<file path="src/rtl/hall_pkg.sv">
// Shared Hall-sensor code and sector definitions for the commutation front end.
package hall_pkg;

    localparam logic [2:0] SECTOR_INVALID = 3'd7;

    localparam logic [2:0] CODE_S0 = 3'b001;
    localparam logic [2:0] CODE_S1 = 3'b101;
    localparam logic [2:0] CODE_S2 = 3'b100;
    localparam logic [2:0] CODE_S3 = 3'b110;
    localparam logic [2:0] CODE_S4 = 3'b010;
    localparam logic [2:0] CODE_S5 = 3'b011;

    typedef struct packed {
        logic [2:0] sector;
        logic       valid;
        logic       step;
        logic       dir;
        logic       fault;
    } pos_t;

    localparam pos_t POS_RESET = '{
        sector: SECTOR_INVALID,
        valid:  1'b0,
        step:   1'b0,
        dir:    1'b1,
        fault:  1'b0
    };

    function automatic logic [2:0] code_to_sector(input logic [2:0] code);
        logic [2:0] s;
        case (code)
            CODE_S0: s = 3'd0;
            CODE_S1: s = 3'd1;
            CODE_S2: s = 3'd2;
            CODE_S3: s = 3'd3;
            CODE_S4: s = 3'd4;
            CODE_S5: s = 3'd5;
            default: s = SECTOR_INVALID;
        endcase
        return s;
    endfunction

    // (new - old) mod 6; only meaningful for two legal sectors
    function automatic logic [2:0] sector_delta(input logic [2:0] nw,
                                                input logic [2:0] od);
        logic [3:0] d;
        d = {1'b0, nw} + 4'd6 - {1'b0, od};
        if (d >= 4'd6) d = d - 4'd6;
        return d[2:0];
    endfunction

endpackage

</file>
<file path="src/rtl/hall_filter.sv">
// Two-flop synchroniser and debounce for the 3-bit Hall code.
module hall_filter
    import hall_pkg::*;
#(
    parameter int FILT_CYCLES = 16
) (
    input  logic       clk,
    input  logic       rst,
    input  logic [2:0] hall_raw,
    output logic [2:0] code,
    output logic       accept
);

    localparam int CW = $clog2(FILT_CYCLES + 1);

    logic [2:0]    sync1_q, sync1_d;
    logic [2:0]    sync2_q, sync2_d;
    logic [2:0]    cand_q, cand_d;
    logic [2:0]    acc_q, acc_d;
    logic [CW-1:0] cnt_q, cnt_d;
    logic [CW-1:0] cnt_nxt;
    logic          accept_q, accept_d;

    always_comb begin
        sync1_d  = hall_raw;
        sync2_d  = sync1_q;
        cand_d   = cand_q;
        acc_d    = acc_q;
        cnt_d    = cnt_q;
        accept_d = 1'b0;
        cnt_nxt  = (sync2_q != cand_q) ? CW'(1) : cnt_q + 1'b1;
        if (sync2_q == acc_q) begin
            cand_d = acc_q;
            cnt_d  = '0;
        end else if (cnt_nxt == CW'(FILT_CYCLES)) begin
            acc_d    = sync2_q;
            cand_d   = sync2_q;
            cnt_d    = '0;
            accept_d = 1'b1;
        end else begin
            cand_d = sync2_q;
            cnt_d  = cnt_nxt;
        end
    end

    always_ff @(posedge clk) begin
        if (rst) begin
            sync1_q  <= '0;
            sync2_q  <= '0;
            cand_q   <= '0;
            acc_q    <= '0;
            cnt_q    <= '0;
            accept_q <= 1'b0;
        end else begin
            sync1_q  <= sync1_d;
            sync2_q  <= sync2_d;
            cand_q   <= cand_d;
            acc_q    <= acc_d;
            cnt_q    <= cnt_d;
            accept_q <= accept_d;
        end
    end

    assign code   = acc_q;
    assign accept = accept_q;

endmodule

</file>
<file path="src/rtl/hall_conditioner.sv">
// Hall sensor decode, direction, fault and step-period measurement.
// Period counter/STALL built only when HALL_PERIOD_EN is defined.
module hall_conditioner
    import hall_pkg::*;
#(
    parameter int FILT_CYCLES = 16,
    parameter int PERIOD_W    = 20
) (
    input  logic                CLK,
    input  logic                RST,
    input  logic                H1,
    input  logic                H2,
    input  logic                H3,
    output logic [2:0]          SECTOR,
    output logic                VALID,
    output logic                STEP,
    output logic                DIR,
    output logic [PERIOD_W-1:0] PERIOD,
    output logic                PERIOD_VLD,
    output logic                STALL,
    output logic                FAULT
);

    logic [2:0] acc_code;
    logic       accept;
    logic [2:0] new_sector;
    logic [2:0] delta;
    pos_t       pos_q, pos_d;

    hall_filter #(
        .FILT_CYCLES(FILT_CYCLES)
    ) u_filter (
        .clk     (CLK),
        .rst     (RST),
        .hall_raw({H3, H2, H1}),
        .code    (acc_code),
        .accept  (accept)
    );

    always_comb begin
        new_sector = code_to_sector(acc_code);
        delta      = sector_delta(new_sector, pos_q.sector);
        pos_d      = pos_q;
        pos_d.step = 1'b0;
        if (accept) begin
            if (new_sector == SECTOR_INVALID) begin
                pos_d.sector = SECTOR_INVALID;
                pos_d.valid  = 1'b0;
                pos_d.fault  = 1'b1;
            end else if (!pos_q.valid) begin
                pos_d.sector = new_sector;
                pos_d.valid  = 1'b1;
            end else if (delta == 3'd1) begin
                pos_d.sector = new_sector;
                pos_d.step   = 1'b1;
                pos_d.dir    = 1'b1;
            end else if (delta == 3'd5) begin
                pos_d.sector = new_sector;
                pos_d.step   = 1'b1;
                pos_d.dir    = 1'b0;
            end else if (delta != 3'd0) begin
                pos_d.sector = new_sector;
                pos_d.fault  = 1'b1;
            end
        end
    end

    always_ff @(posedge CLK) begin
        if (RST) pos_q <= POS_RESET;
        else     pos_q <= pos_d;
    end

    assign SECTOR = pos_q.sector;
    assign VALID  = pos_q.valid;
    assign STEP   = pos_q.step;
    assign DIR    = pos_q.dir;
    assign FAULT  = pos_q.fault;

`ifdef HALL_PERIOD_EN
    localparam logic [PERIOD_W-1:0] CNT_MAX = {PERIOD_W{1'b1}};

    logic                restart;
    logic [PERIOD_W-1:0] cnt_q, cnt_d;
    logic [PERIOD_W-1:0] period_q, period_d;
    logic                pvld_q, pvld_d;
    logic                ref_q, ref_d;
    logic                stall_q, stall_d;

    // first legal code or a skipped sector drops the timing reference
    assign restart = accept && (new_sector != SECTOR_INVALID) &&
                     (!pos_q.valid ||
                      ((delta != 3'd1) && (delta != 3'd5) && (delta != 3'd0)));

    always_comb begin
        cnt_d    = cnt_q;
        period_d = period_q;
        pvld_d   = 1'b0;
        ref_d    = ref_q;
        stall_d  = stall_q;
        if (cnt_q != CNT_MAX) cnt_d = cnt_q + 1'b1;
        else                  stall_d = 1'b1;
        if (pos_d.step) begin
            if (ref_q && !stall_q) begin
                period_d = (cnt_q == CNT_MAX) ? CNT_MAX : cnt_q + 1'b1;
                pvld_d   = 1'b1;
            end
            ref_d   = 1'b1;
            stall_d = 1'b0;
            cnt_d   = '0;
        end else if (restart) begin
            ref_d = 1'b0;
            cnt_d = '0;
        end
    end

    always_ff @(posedge CLK) begin
        if (RST) begin
            cnt_q    <= '0;
            period_q <= '0;
            pvld_q   <= 1'b0;
            ref_q    <= 1'b0;
            stall_q  <= 1'b0;
        end else begin
            cnt_q    <= cnt_d;
            period_q <= period_d;
            pvld_q   <= pvld_d;
            ref_q    <= ref_d;
            stall_q  <= stall_d;
        end
    end

    assign PERIOD     = period_q;
    assign PERIOD_VLD = pvld_q;
    assign STALL      = stall_q;
`else
    assign PERIOD     = '0;
    assign PERIOD_VLD = 1'b0;
    assign STALL      = 1'b0;
`endif

endmodule

</file>
<file path="config.mk">
export PLATFORM = sky130hd
export DESIGN_NAME = hall_conditioner
export DESIGN_NICKNAME = d
export VERILOG_FILES = /design/src/rtl/hall_pkg.sv /design/src/rtl/hall_filter.sv /design/src/rtl/hall_conditioner.sv
export SDC_FILE = /design/constraint.sdc
export NUM_CORES = 1
export LEC_CHECK = 0
export CELL_PAD_IN_SITES_DETAIL_PLACEMENT = 0
export CELL_PAD_IN_SITES_GLOBAL_PLACEMENT = 2
export CORE_MARGIN = 4
export CORE_UTILIZATION = 29
export CTS_CLUSTER_SIZE = 30
export DETAILED_ROUTE_END_ITERATION = 10
export HOLD_SLACK_MARGIN = 0.12
export PLACE_DENSITY_LB_ADDON = 0.1
export SETUP_SLACK_MARGIN = 0.15
export SYNTH_ARGS = -nofsm -noshare
export SYNTH_HDL_FRONTEND = slang
export SYNTH_HIERARCHICAL = 1
export SYNTH_SLANG_ARGS = --single-unit
export TNS_END_PERCENT = 30
</file>
<file path="constraint.sdc">
create_clock -name CLK -period 2.98 [get_ports CLK]
set_clock_uncertainty 0.15 [all_clocks]
set_input_delay 0.447 -clock CLK [delete_from_list [all_inputs] [get_ports CLK]]
set_output_delay 0.447 -clock CLK [all_outputs]
set_load 0.005 [all_outputs]
</file>
# --- Yosys cells after proc, flatten, opt, wreduce, memory -nomap -nowiden ---
# Cells that the tools add are included.
op_classes:
  n_eq_ne: 15
  muxes: 17
  n_addsub: 4
  magnitude_cmp: 1
  n_reduce_logical: 11
  bitwise: 4
ops:
  columns: ["cell", "count"]
  rows:
  - ["3-bit two-way mux", 6]
  - ["3-bit case mux with 6 select lines", 1]
  - ["3-bit == test, second input constant", 5]
  - ["3-bit by 1-bit == test with 1-bit output, second input constant", 2]
  - ["3-bit by 2-bit == test with 1-bit output, second input constant", 2]
  - ["1-bit two-way mux", 6]
  - ["2-bit nonzero test", 3]
  - ["5-bit by 1-bit adder with 5-bit output, second input constant", 1]
  - ["5-bit == test, second input constant", 1]
  - ["5-bit two-way mux", 1]
  - ["5-bit by 1-bit inequality test with 1-bit output, second input constant", 1]
  - ["5-bit AND reduction", 1]
  - ["3-bit by 3-bit adder with 4-bit output, second input constant", 1]
  - ["4-bit by 3-bit >= comparator with 1-bit output, second input constant", 1]
  - ["2-bit two-way mux", 2]
  - ["4-bit two-way mux", 1]
  - ["2-bit inequality test, second input constant", 2]
  - ["1-bit NOT", 4]
  - ["2-bit AND reduction", 2]
  - ["4-bit AND reduction", 1]
  - ["4-bit OR reduction", 1]
  - ["4-bit by 3-bit subtractor with 4-bit output", 1]
  - ["3-bit == test", 1]
  - ["3-bit inequality test", 1]
  - ["4 further kinds", 4]
word_totals:
  in_bits: 5
  ff_bits: 25
  output_inout_bits: 29

# --- Depth between registers and ports, before layout ---
depth:
  word_depth: 12
  ltp_mapped: 10
  ltp_nobuf: 10

# --- By module ---
# The synthesis kept the hierarchy.
by_module_without_submodules:
  columns: ["mod", "n_inst", "area_per_inst_um2", "cells_each"]
  rows:
  - ["hall_conditioner", 1, 730.7, 87]
  - ["hall_filter", 1, 698.2, 67]

# --- Worst setup path before layout ---
# No wires, ideal clock.
synth_timing:
  path_type: "register to register"
  startpoint: "register u_filter.acc_q[1] (netlist: u_filter/code[1])"
  endpoint: "register pos_q (netlist bit SECTOR[0])"
  arrival_ps: 2352
  setup_time_ps: 125
  required_time_ps: 2705
  path_slack_ps: 353
  path_stages_with_launch: 10
  path_cell_list: "dfxtp_1 > mux2i_1 > ha_1 > inv_1 > ha_1 > fa_1 > or2_2 > o21ai_2 > a41oi_4 > mux2i_1"
synth_between:
  elab_chain_len: 11
  word_cells_on_any_way: 23
  cone_classes: "add/sub (3); order compare (1); eq/ne (10); mux (7); reduce/logical (2)"
synth_rtl:
  columns: ["item", "line_no", "rtl"]
  rows:
  - ["start: declaration", "hall_filter.sv:19", "logic [2:0] acc_q, acc_d;"]
  - ["start signal: assignment", "hall_filter.sv:51", "acc_q <= '0;"]
  - ["start signal: assignment", "hall_filter.sv:58", "acc_q <= acc_d;"]
  - ["3-bit by 2-bit == test with 1-bit output, or another cell as far along", "hall_pkg.sv:31", "case (code)"]
  - ["3-bit case mux with 6 select lines *", "hall_pkg.sv:31", null]
  - ["3-bit by 3-bit adder with 4-bit output", "hall_pkg.sv:47", "d = {1'b0, nw} + 4'd6 - {1'b0, od};"]
  - ["4-bit by 3-bit subtractor with 4-bit output", "hall_pkg.sv:47", null]
  - ["4-bit by 3-bit >= comparator with 1-bit output / 3-bit subtractor (equally long branches)", "hall_pkg.sv:48", "if (d >= 4'd6) d = d - 4'd6;"]
  - ["3-bit two-way mux", "hall_pkg.sv:48", null]
  - ["3-bit == test", "hall_conditioner.sv:57", "end else if (delta == 3'd5) begin"]
  - ["3-bit two-way mux", "hall_conditioner.sv:57", null]
  - ["3-bit two-way mux", "hall_conditioner.sv:53", "end else if (delta == 3'd1) begin"]
  - ["3-bit two-way mux", "hall_conditioner.sv:50", "end else if (!pos_q.valid) begin"]
  - ["4-bit two-way mux", "hall_conditioner.sv:46", "if (new_sector == SECTOR_INVALID) begin"]
  - ["end signal: assignment", "hall_conditioner.sv:70", "else pos_q <= pos_d;"]
  - ["end: declaration", "hall_conditioner.sv:28", "pos_t pos_q, pos_d;"]
# Mark *: on every way between the ends. The rest lies on a longest branch, timed or not. The select of a mux whose other input is x is not followed.
# A chain may end at the register's enable or synchronous reset.

# --- Worst setup path after layout ---
layout_timing:
  startpoint: "register u_filter.acc_q[1] (netlist: u_filter/code[1])"
  endpoint: "register pos_q (netlist bit SECTOR[1])"
# The elaborated chain is that of the path after synthesis.

==> metrics.txt <==
crit path time final 2.67 ns; Max Slew Vio Count 0; first-pass GRT wire length 4.46 mm; largest family of logic cells by synthesized area simple AND/OR/NAND/NOR gates; Core Box Area 0.00475 mm^2; fin cells 235; Fin Setup TNS 0 ns; sequential power share 0.588; worst min path class flop to flop; Cell Chain, Critical Path mux2i_2 -> ha_1 -> inv_1 -> ha_1 -> fa_2 -> or2_2 -> o21ai_2 -> a41oi_4 -> mux2i_1; Synth Area per Inst 9.28 um^2; placed inst area 0.00154 mm^2; final net count between 150 and 200; WP data arrival 2.68 ns; compound-cell area share of the yosys netlist 0.0946; Post-Synth Adder-Cell Area 0.0578; commonest cells in the netlist dfxtp_1 (25), buf_4 (22), nor2b_1 (16); Hold Crit Start u_filter/sync1_q[1]; Sw Ratio 0.234; Logic pwr share 0.061; worst-margin pin slew 0.588 ns; Setup CP Type flop to flop; num rows 25; Starting Density 0.301; P_int 0.445 mW; Final Cell Area 0.00162 mm^2; CTS Sinks 25; P&R area growth vs syn 13.1%; Synth Area in Simple Gates 0.214; CTS tree yes; most frequent cell after synthesis dfxtp_1; crit end category flop; Yosys Warn Count 6; relative slew slack 0.607; CTS clk-pin slew, worst paths 0.09 ns; Seq/Total Area, Yosys 0.350; root buffer cell clkbuf_8; maxcap violations 0; largest cells by area after synthesis dfxtp_1 (35%), buf_4 (12%), nor2b_1 (7.0%), ha_1 (4.4%), nor2_1 (3.9%); fmax between 300 and 400 MHz; fin crit share 0.896; Hold WS 0.295 ns; Yosys top cell by area dfxtp_1; diodes inserted 0; HPWL Detailed 2.01 mm; DRC viols 0; critical path peak fanout 8; layout cell share with drive strength beyond 1 0.143; Setup Viol. Count Final 0; die area 0.00611 mm^2; IO Pins 34; # hold bufs at CTS 0; CTS buffer count 3; Post-synth EDFFs 0; Worst path slowest cell fa_2; RR Startpoint u_filter/code[1]; GRT Residual Overflow 0; CTS H-tree lvls 1; synth unique cells 37; hold path endpoint u_filter/sync2_q[1]; Hold Vio Cnt, Final 0; routed vias 935; Crit path largest cell delay 0.48 ns; vias in the first global route 915; Port-buffer cells 11; post-synthesis async set-or-reset flop share 0; Syn Std Cell Area 0.00143 mm^2; NetSw 0.136 mW; power per cell area between 300 and 400 mW/mm^2; Min-Delay Path Depth 1; die width 78.2 um; routed vias/inst about 4; XOR/XNOR share of the synthesized area 0.0849; Cells after Synth 154; post-route ant nets 0; Worst path most repeated cell ha_1; Top FF cell, synth dfxtp_1; initial antenna violation count 0; Longest Clk Path Bufs 2; Worst R2R End SECTOR[1]; Die Height 78.2 um; Total GRT Usage 0.0914; routed wire length 2.56 mm; CP startpoint u_filter/code[1]; total chip power a little under 0.6 mW; average wire per standard cell 10.9 um; top-area cell type share of the netlist area 0.350; iteration count of the initial detailed-routing pass 4; flops & latches, synth 25; RSZ-0062 raised after global routing no; status finished, final reports clean; Setup crit start kind flop; gpl congestion 0.752; Clock Latency Late Sink roughly 0.27 ns; flop-to-flop setup slack approximately 0.31 ns; 1st-iter DRT viols 42; static leakage 0.644 nW; largest net degree at the start of global routing 17; Post-Place Cells around 230; WP data required 2.99 ns; clock share of power 0.352; Peak VDD IR roughly 0.00017 V; post-synthesis mux area share 0.0517; worst r2r path cells 9
per-layer routing:
metal / vias up / share of wire / track usage
met1: 416 / 0.46 / 0.119
met2: 23 / 0.48 / 0.148
li1: 494 / - / -
met4: 0 / 0.0059 / 0.0315
met5: - / 0 / 0
met3: 2 / 0.054 / 0.0218
worst max-delay path by stage:
stage | endpoint | slack [ns] | cells after the start
finish | SECTOR[1] | 0.31 | 9
global route | SECTOR[1] | 0.15 | 9
CTS | SECTOR[1] | 0.15 | 9
detailed placement | SECTOR[1] | 0.12 | 9
global placement | SECTOR[2] | 0.16 | 9
floorplan | SECTOR[0] | 0.35 | 9
critical path, delay by kind of cell, from the launching register on:
family | cells | cell delay [ns]
compound gates | 2 | 0.32
fa+ha+maj | 3 | 0.89
buf+inv | 1 | 0.07
flops | 1 | 0.42
mux | 2 | 0.38
simple gates | 1 | 0.32
through the flow:
stage,worst slack [ns],util
2_1_floorplan,0.353,-
3_3_place_gp,0.160,0.325
3_5_place_dp,0.120,0.325
4_1_cts,0.153,0.335
5_1_grt,0.150,0.340
6_report,0.309,0.340
kinds of logic after synthesis:
| group | after synthesis |
|---|---|
| muxes | 7 |
| DFF | 25 |
| AOI/OAI and AO/OA | 15 |
| buffers and inverters | 33 |
| xor gates and xnor gates | 13 |
| and+or+nand+nor | 54 |
| adders and majority gates | 6 |
| other | 1 |
layout make-up:
type	instances	area, um^2
clock buffers	3	41.3
inverters	9	33.8
repair buffers	13	125
well taps	67	83.8
flip-flops and latches	25	509
multi-input cells	117	818
clock inverters	1	5.00
fillers	514	3140
cell usage in the layout, fill, tap and decap left out, types with 2 or more instances in the layout:
| cell type | netlist | routed |
|---|---|---|
| dfxtp_1 | 25 | 22 |
| conb_1 | 1 | 22 |
| nor2b_1 | 16 | 16 |
| nor2_1 | 15 | 15 |
| clkdlybuf4s50_1 | 0 | 11 |
| inv_1 | 9 | 9 |
| xor2_1 | 6 | 6 |
| nand2_1 | 6 | 6 |
| xnor2_1 | 6 | 6 |
| ha_1 | 5 | 5 |
| a21oi_1 | 3 | 3 |
| nor3_1 | 3 | 3 |
| mux2i_1 | 4 | 3 |
| clkbuf_8 | 0 | 3 |
| nand3_1 | 3 | 3 |
| mux2_2 | 3 | 3 |
| o21ai_0 | 2 | 2 |
| nor3_2 | 2 | 2 |
| a221oi_1 | 2 | 2 |
| or3_1 | 2 | 2 |
| buf_4 | 22 | 2 |
| dfxtp_4 | 0 | 2 |
flip-flops by register name (all words and copies together), names as in the netlist:
| signal | count |
|---|---|
| u_filter/cnt_q | 5 |
| SECTOR | 3 |
| u_filter/cand_q | 3 |
| u_filter/code | 3 |
| u_filter/sync1_q | 3 |
| u_filter/sync2_q | 3 |
| DIR | 1 |
| FAULT | 1 |
| STEP | 1 |
| VALID | 1 |
| u_filter/accept | 1 |
power groups by stage:
stage	registers (mW)	clock network [mW]	logic, mW
floorplan	0.351	0	0.0438
global placement	0.352	0	0.0345
detailed placement	0.352	0	0.0350
CTS	0.344	0.221	0.0351
global route	0.343	0.231	0.0405
finish	0.342	0.204	0.0353
what timing repair did:
item                                    4_1_cts  5_1_grt
gates resized for setup                       1        7
endpoints found under the setup margin        3        5
endpoints found under the hold margin         0        0
setup buffers                                 0        0
Note: power is estimated with default switching activity, not from simulation.
==> RTL change 1, RTL diff (same settings) <==
The option `HALL_PERIOD_EN` is turned on by a define.
--- a/src/rtl/hall_conditioner.sv
+++ b/src/rtl/hall_conditioner.sv
@@ -2,2 +2,4 @@
 // Period counter/STALL built only when HALL_PERIOD_EN is defined.
+`define HALL_PERIOD_EN
+
 module hall_conditioner
Check against the original RTL: same outputs for any inputs over 10 cycles, from zero or initial values and one cycle with RST high; that may be too few to reach the edited logic, so the function may still have changed.
==> RTL change 1 against the original RTL <==
- the flow now finishes with violations (setup timing)
- fmax is 13% lower
- first-iteration DRC count is 29% higher
- total power grew to 3.2 times the old value
- setup slack worse by 400 ps
- final area grew to 2.7 times the old value
- global-route usage is 4.0 points higher
- synthesized area is 110% higher
- count of clock-buffer cells in the layout is 8 higher
- sequential cell count is 43 higher
- clock power grew to 4.2 times the old value
- wire length grew to 3.0 times the old value
- synthesized cell count is 120% higher
- sequential power grew to 2.7 times the old value
==> RTL change 1: results (changes against the original RTL) <==
* Final HPWL from detailed placement at 5350 um (was 2010 um)
* GR Overflow Total at 0 (unchanged)
* Post-synth ARST share at 0 (unchanged)
* DR pass1 iterations at 5 (was 4)
* Critical-path top delay cell: fa_2 (unchanged)
* Routed WL at 7730 um (was 2560 um)
* Ant diodes at 0 (unchanged)
* Routability Congestion at 0.776 (was 0.752)
* Slew margin rel. at 0.694 (was 0.607)
* Failing checks: setup timing
* Initial antenna violation count at 0 (unchanged)
* Commonest cells post-synth: dfxtp_1, nor2_1, nand2_1, xnor2_1, inv_1 (was dfxtp_1, buf_4, nor2b_1, nor2_1, inv_1)
* CP max stage delay at 400 ps (was 480 ps)
* Placed Instance Area at 0.00373 mm2 (was 0.00154 mm2)
* DRT iter0 DRCs at 54 (was 42)
* Share of layout cells above drive strength 1 at 0.259 (was 0.143)
* Multi-input gate area at 0.00173 mm2 (was 818 um2)
* Top post-synthesis cells by area: dfxtp_1, nor2_1, xnor2_1 (was dfxtp_1, buf_4, nor2b_1)
* Synth warn at 6 (unchanged)
* Port Buffers at 33 (was 11)
* Hold WC Path Type: flip-flop to flip-flop (unchanged)
* Max-cap viol count at 0 (unchanged)
* CTS max path bufs at 2 (unchanged)
* Post-synthesis sequential area ratio at 0.444 (was 0.350)
* Final setup margin at -91.0 ps (was 309 ps)
* Via/cell ratio at 4.61 (was 3.98)
* Clk root buf: clkbuf_8 (unchanged)
* Worst-path clk slew at 70 ps (was 90 ps)
* Crit path max-delay family: adder cells (unchanged)
* Critical-path maximum fanout at 7 (was 8)
* Nets at 413 (was 180)
* Largest net degree at the start of global routing at 31 (was 17)
* H-tree depth at 3 (was 1)
* Insertion delay to the later sink of the worst-skew pair at 340 ps (was 270 ps)
* Peak supply drop at 0.000225 V (was 0.000170 V)
* Hold Path Stages at 1 (unchanged)
* Syn_nets at between 300 and 400
* Inserted Clock Buffers at 9 (was 3)
* Fill cell count at 1042 (was 514)
* Arr. time, crit path at 3140 ps (was 2680 ps)
* Vias in the first global route at 2462 (was 915)
* Synth unique cells at 49 (was 37)
* First-pass GRT wire length at 13000 um (was 4460 um)
* # setup viols final at 20 (was 0)
* Worst R2R Path Depth at 15 (was 9)
* Static Leak at 0.00154 uW (was 0.000644 uW)
* Status: finished, violations left (was complete, no violations)
* GRT Resource Usage Total at 0.132 (was 0.0914)
## RTL change 1: logic make-up after synthesis
group / share of synthesized area
and+or+nand+nor: 0.227
DFF: 0.444
AOI/OAI and AO/OA: 0.161
buffers and inverters: 0.0359
xor gates and xnor gates: 0.0710
muxes: 0.0310
adders and majority gates: 0.0310
## RTL change 1: repair_timing
item                       CTS  global route
setup endpoints to repair   44            47
pin swaps                   20             9
gates cloned                 5             0
gates resized for setup     18            23
buffers inserted             6             1
## RTL change 1: final cells by class
cell class	instances	share of cell area
Clock inverter	5	0.0197
Clock buffer	11	0.0328
Inverter	15	0.0131
Timing Repair Buffer	66	0.178
Sequential cell	68	0.316
Multi-Input combinational cell	241	0.401
Tap cell	136	0.0395
## RTL change 1: layer usage
metal	track usage	up-vias	share of wire
met3	0.0251	12	0.019
met1	0.169	1167	0.47
li1	-	1299	-
met2	0.218	23	0.49
met4	0.0517	0	0.018
met5	0	-	0
## RTL change 1: path summary, 6_finish.rpt
check	from	endpoint	slack [ps]
setup / recovery	u_filter/code[1]$_SDFFE_PP0P_	PERIOD[8]$_SDFFE_PP0P_	-90
setup reg to reg	u_filter/code[1]$_SDFFE_PP0P_	PERIOD[8]$_SDFFE_PP0P_	-90
hold reg to reg	u_filter/sync1_q[0]$_SDFF_PP0_	u_filter/sync2_q[0]$_SDFF_PP0_	290
hold / removal	u_filter/sync1_q[0]$_SDFF_PP0_	u_filter/sync2_q[0]$_SDFF_PP0_	290
## RTL change 1: metrics by stage
step           hold WS (ps)  total power [uW]  cells  setup WS, ps  TNS [ps]
3_5_place_dp            280              1000    514          -117     -2480
4_1_cts                 297              1890    541         -57.6      -715
3_3_place_gp            272              1000    514         -49.0     -1060
2_1_floorplan           264               980    334         -48.2      -415
6_report                292              1850    542         -91.0     -1240
5_1_grt                 316              1930    542          -227     -4520
## RTL change 1: report_power, final
group | internal [uW] | total, uW | switching, uW
sequential | 917 | 926 | 8.56
combinational | 32.7 | 69.1 | 36.4
clock | 498 | 859 | 361
total | 1450 | 1850 | 406
==> RTL change 2, RTL diff (same flow settings) <==
Without the edit above. Put a register stage on the output `FAULT`, with the module's reset. The value now appears one clock later. The other outputs are not delayed to match.
--- a/src/rtl/hall_conditioner.sv
+++ b/src/rtl/hall_conditioner.sv
@@ -76,3 +76,9 @@
     assign DIR    = pos_q.dir;
-    assign FAULT  = pos_q.fault;
+    always_ff @(posedge CLK) begin
+        if (RST) begin
+            FAULT <= '0;
+        end else begin
+            FAULT <= pos_q.fault;
+        end
+    end
 
Formal check against the unedited RTL: no difference found for any inputs over 10 cycles, from zero or initial values and one cycle with RST high; that may be too few to reach the edited logic, so the function may still have changed.
==> RTL change 2 against the original RTL <==
- count of clock-buffer cells in the layout stayed put
- largest power group unchanged
- synthesized area up 4.1%
- final area grew 3.8%
- sequential cell count increased by 1
- sequential power increased by 4%
- synthesized cell count increased by 3.9%
- setup slack got worse by 3.6 ps
- critical path type unchanged
- wire length fell by 3.9%
- total power rose by 18%
==> RTL change 2: results (changes against the original RTL) <==
* Clock network fraction of total power at 0.428 (was 0.352)
* Post-synthesis sequential area ratio at 0.350 (about the same)
* Routability Congestion at 0.686 (was 0.752)
* Adder-Cell Fraction of Synth Area at 0.0555 (was 0.0578)
* WL/cell at 10.2 um (was 10.9 um)
* Syn_area_per_cell at 9.30 um2 (was 9.28 um2)
* Static Leak at 0.000679 uW (was 0.000644 uW)
* H-tree depth at 1 (unchanged)
* Critical-path top delay cell: fa_2 (unchanged)
* Vias in the first global route at 899 (was 915)
* Largest net degree at the start of global routing at 16 (was 17)
* Clk root buf: clkbuf_8 (unchanged)
* Arr. time, crit path at 2690 ps (was 2680 ps)
* Ant diodes at 0 (unchanged)
* Dpl ws at 150 ps (was 120 ps)
* GRT Resource Usage Total at 0.0839 (was 0.0914)
* Placed Instance Area at 0.00160 mm2 (was 0.00154 mm2)
* CP max stage delay at 480 ps (about the same)
* DRT iter0 DRCs at 46 (was 42)
* Post-synthesis xor/xnor area fraction at 0.0816 (was 0.0849)
* Status: complete, no violations (unchanged)
* Vias at 976 (was 935)
* Initial antenna violation count at 0 (unchanged)
* Fraction of the mapped netlist area in compound gates at 0.0892 (was 0.0946)
* Commonest cells post-synth: dfxtp_1, buf_4, nor2_1, nor2b_1, inv_1 (was dfxtp_1, buf_4, nor2b_1, nor2_1, inv_1)
* Insertion delay to the later sink of the worst-skew pair at 270 ps (about the same)
* Hold WC Path Type: flip-flop to flip-flop (unchanged)
* Inserted Clock Buffers at 3 (unchanged)
* Postcts setup bufs at 0 (unchanged)
* Post-synthesis mux area share at 0.0496 (was 0.0517)
* Max FFs per register at 5 (unchanged)
* Register bank with the most flops: u_filter/cnt_q (unchanged)
* Synth warn at 6 (unchanged)
* Nets at 185 (was 180)
* Share of layout cells above drive strength 1 at 0.162 (was 0.143)
* Final HPWL from detailed placement at 1990 um (was 2010 um)
* Peak supply drop at 0.000260 V (was 0.000170 V)
* First-pass GRT wire length at 4150 um (was 4460 um)
* Fin cells at 240 (was 235)
* DR pass1 iterations at 4 (unchanged)
* Top post-synthesis cells by area: dfxtp_1, buf_4, nor2b_1 (unchanged)
* PwrDens at 407 mW/mm2 (was 360 mW/mm2)
* Switching Fraction at 0.202 (was 0.234)
* Hold slack at 298 ps (was 295 ps)
* Synth unique cells at 39 (was 37)
* Seq pwr share at 0.521 (was 0.588)
* CTS-repair resized insts at 1 (unchanged)
RTL change 2: changes by cell type after synthesis:
cell	unedited run	this run
nor2b_1	16	13
or2_2	1	2
dfxtp_1	25	26
or3_4	0	1
o311ai_0	1	0
or3_1	2	1
buf_4	22	25
inv_1	9	10
nand2b_1	1	0
nor2_1	15	14
nor3_1	3	4
a31oi_1	0	1
and2_1	0	3
and2b_2	0	1
RTL change 2: final cells by class:
| type | count | area (um2) |
|---|---|---|
| multi-input combinational | 118 | 820 |
| clock buffer | 3 | 41.3 |
| tap | 67 | 83.8 |
| timing repair buffer | 15 | 140 |
| clock inverter | 1 | 30.0 |
| fill | 503 | 3170 |
| sequential | 26 | 526 |
| inverter | 10 | 37.5 |
RTL change 2: final timing paths:
path	cells after the start	start	to	slack [ps]
setup reg to reg	9	u_filter/code[1]$_SDFFE_PP0P_	SECTOR[1]$_SDFFE_PP1P_	310
hold reg to reg	1	u_filter/sync1_q[1]$_SDFF_PP0_	u_filter/sync2_q[1]$_SDFF_PP0_	300
hold / removal	1	u_filter/sync1_q[1]$_SDFF_PP0_	u_filter/sync2_q[1]$_SDFF_PP0_	300
setup / recovery	9	u_filter/code[1]$_SDFFE_PP0P_	SECTOR[1]$_SDFFE_PP1P_	310
RTL change 2: metal layers:
metal  vias to the layer above  share of wire  track usage
li1                        508              -            -
met1                       441           0.45        0.106
met2                        23           0.48        0.138
met3                         4          0.057       0.0237
met4                         0          0.011       0.0258
met5                         -              0            0
RTL change 2: cell families (layout without fill, tap and decap cells):
group,Yosys count,count (layout)
muxes,7,7
adders and majority gates,6,6
xor gates and xnor gates,13,13
buffers and inverters,37,29
AOI/OAI and AO/OA,15,15
other,1,22
and+or+nand+nor,55,55
DFF,26,26
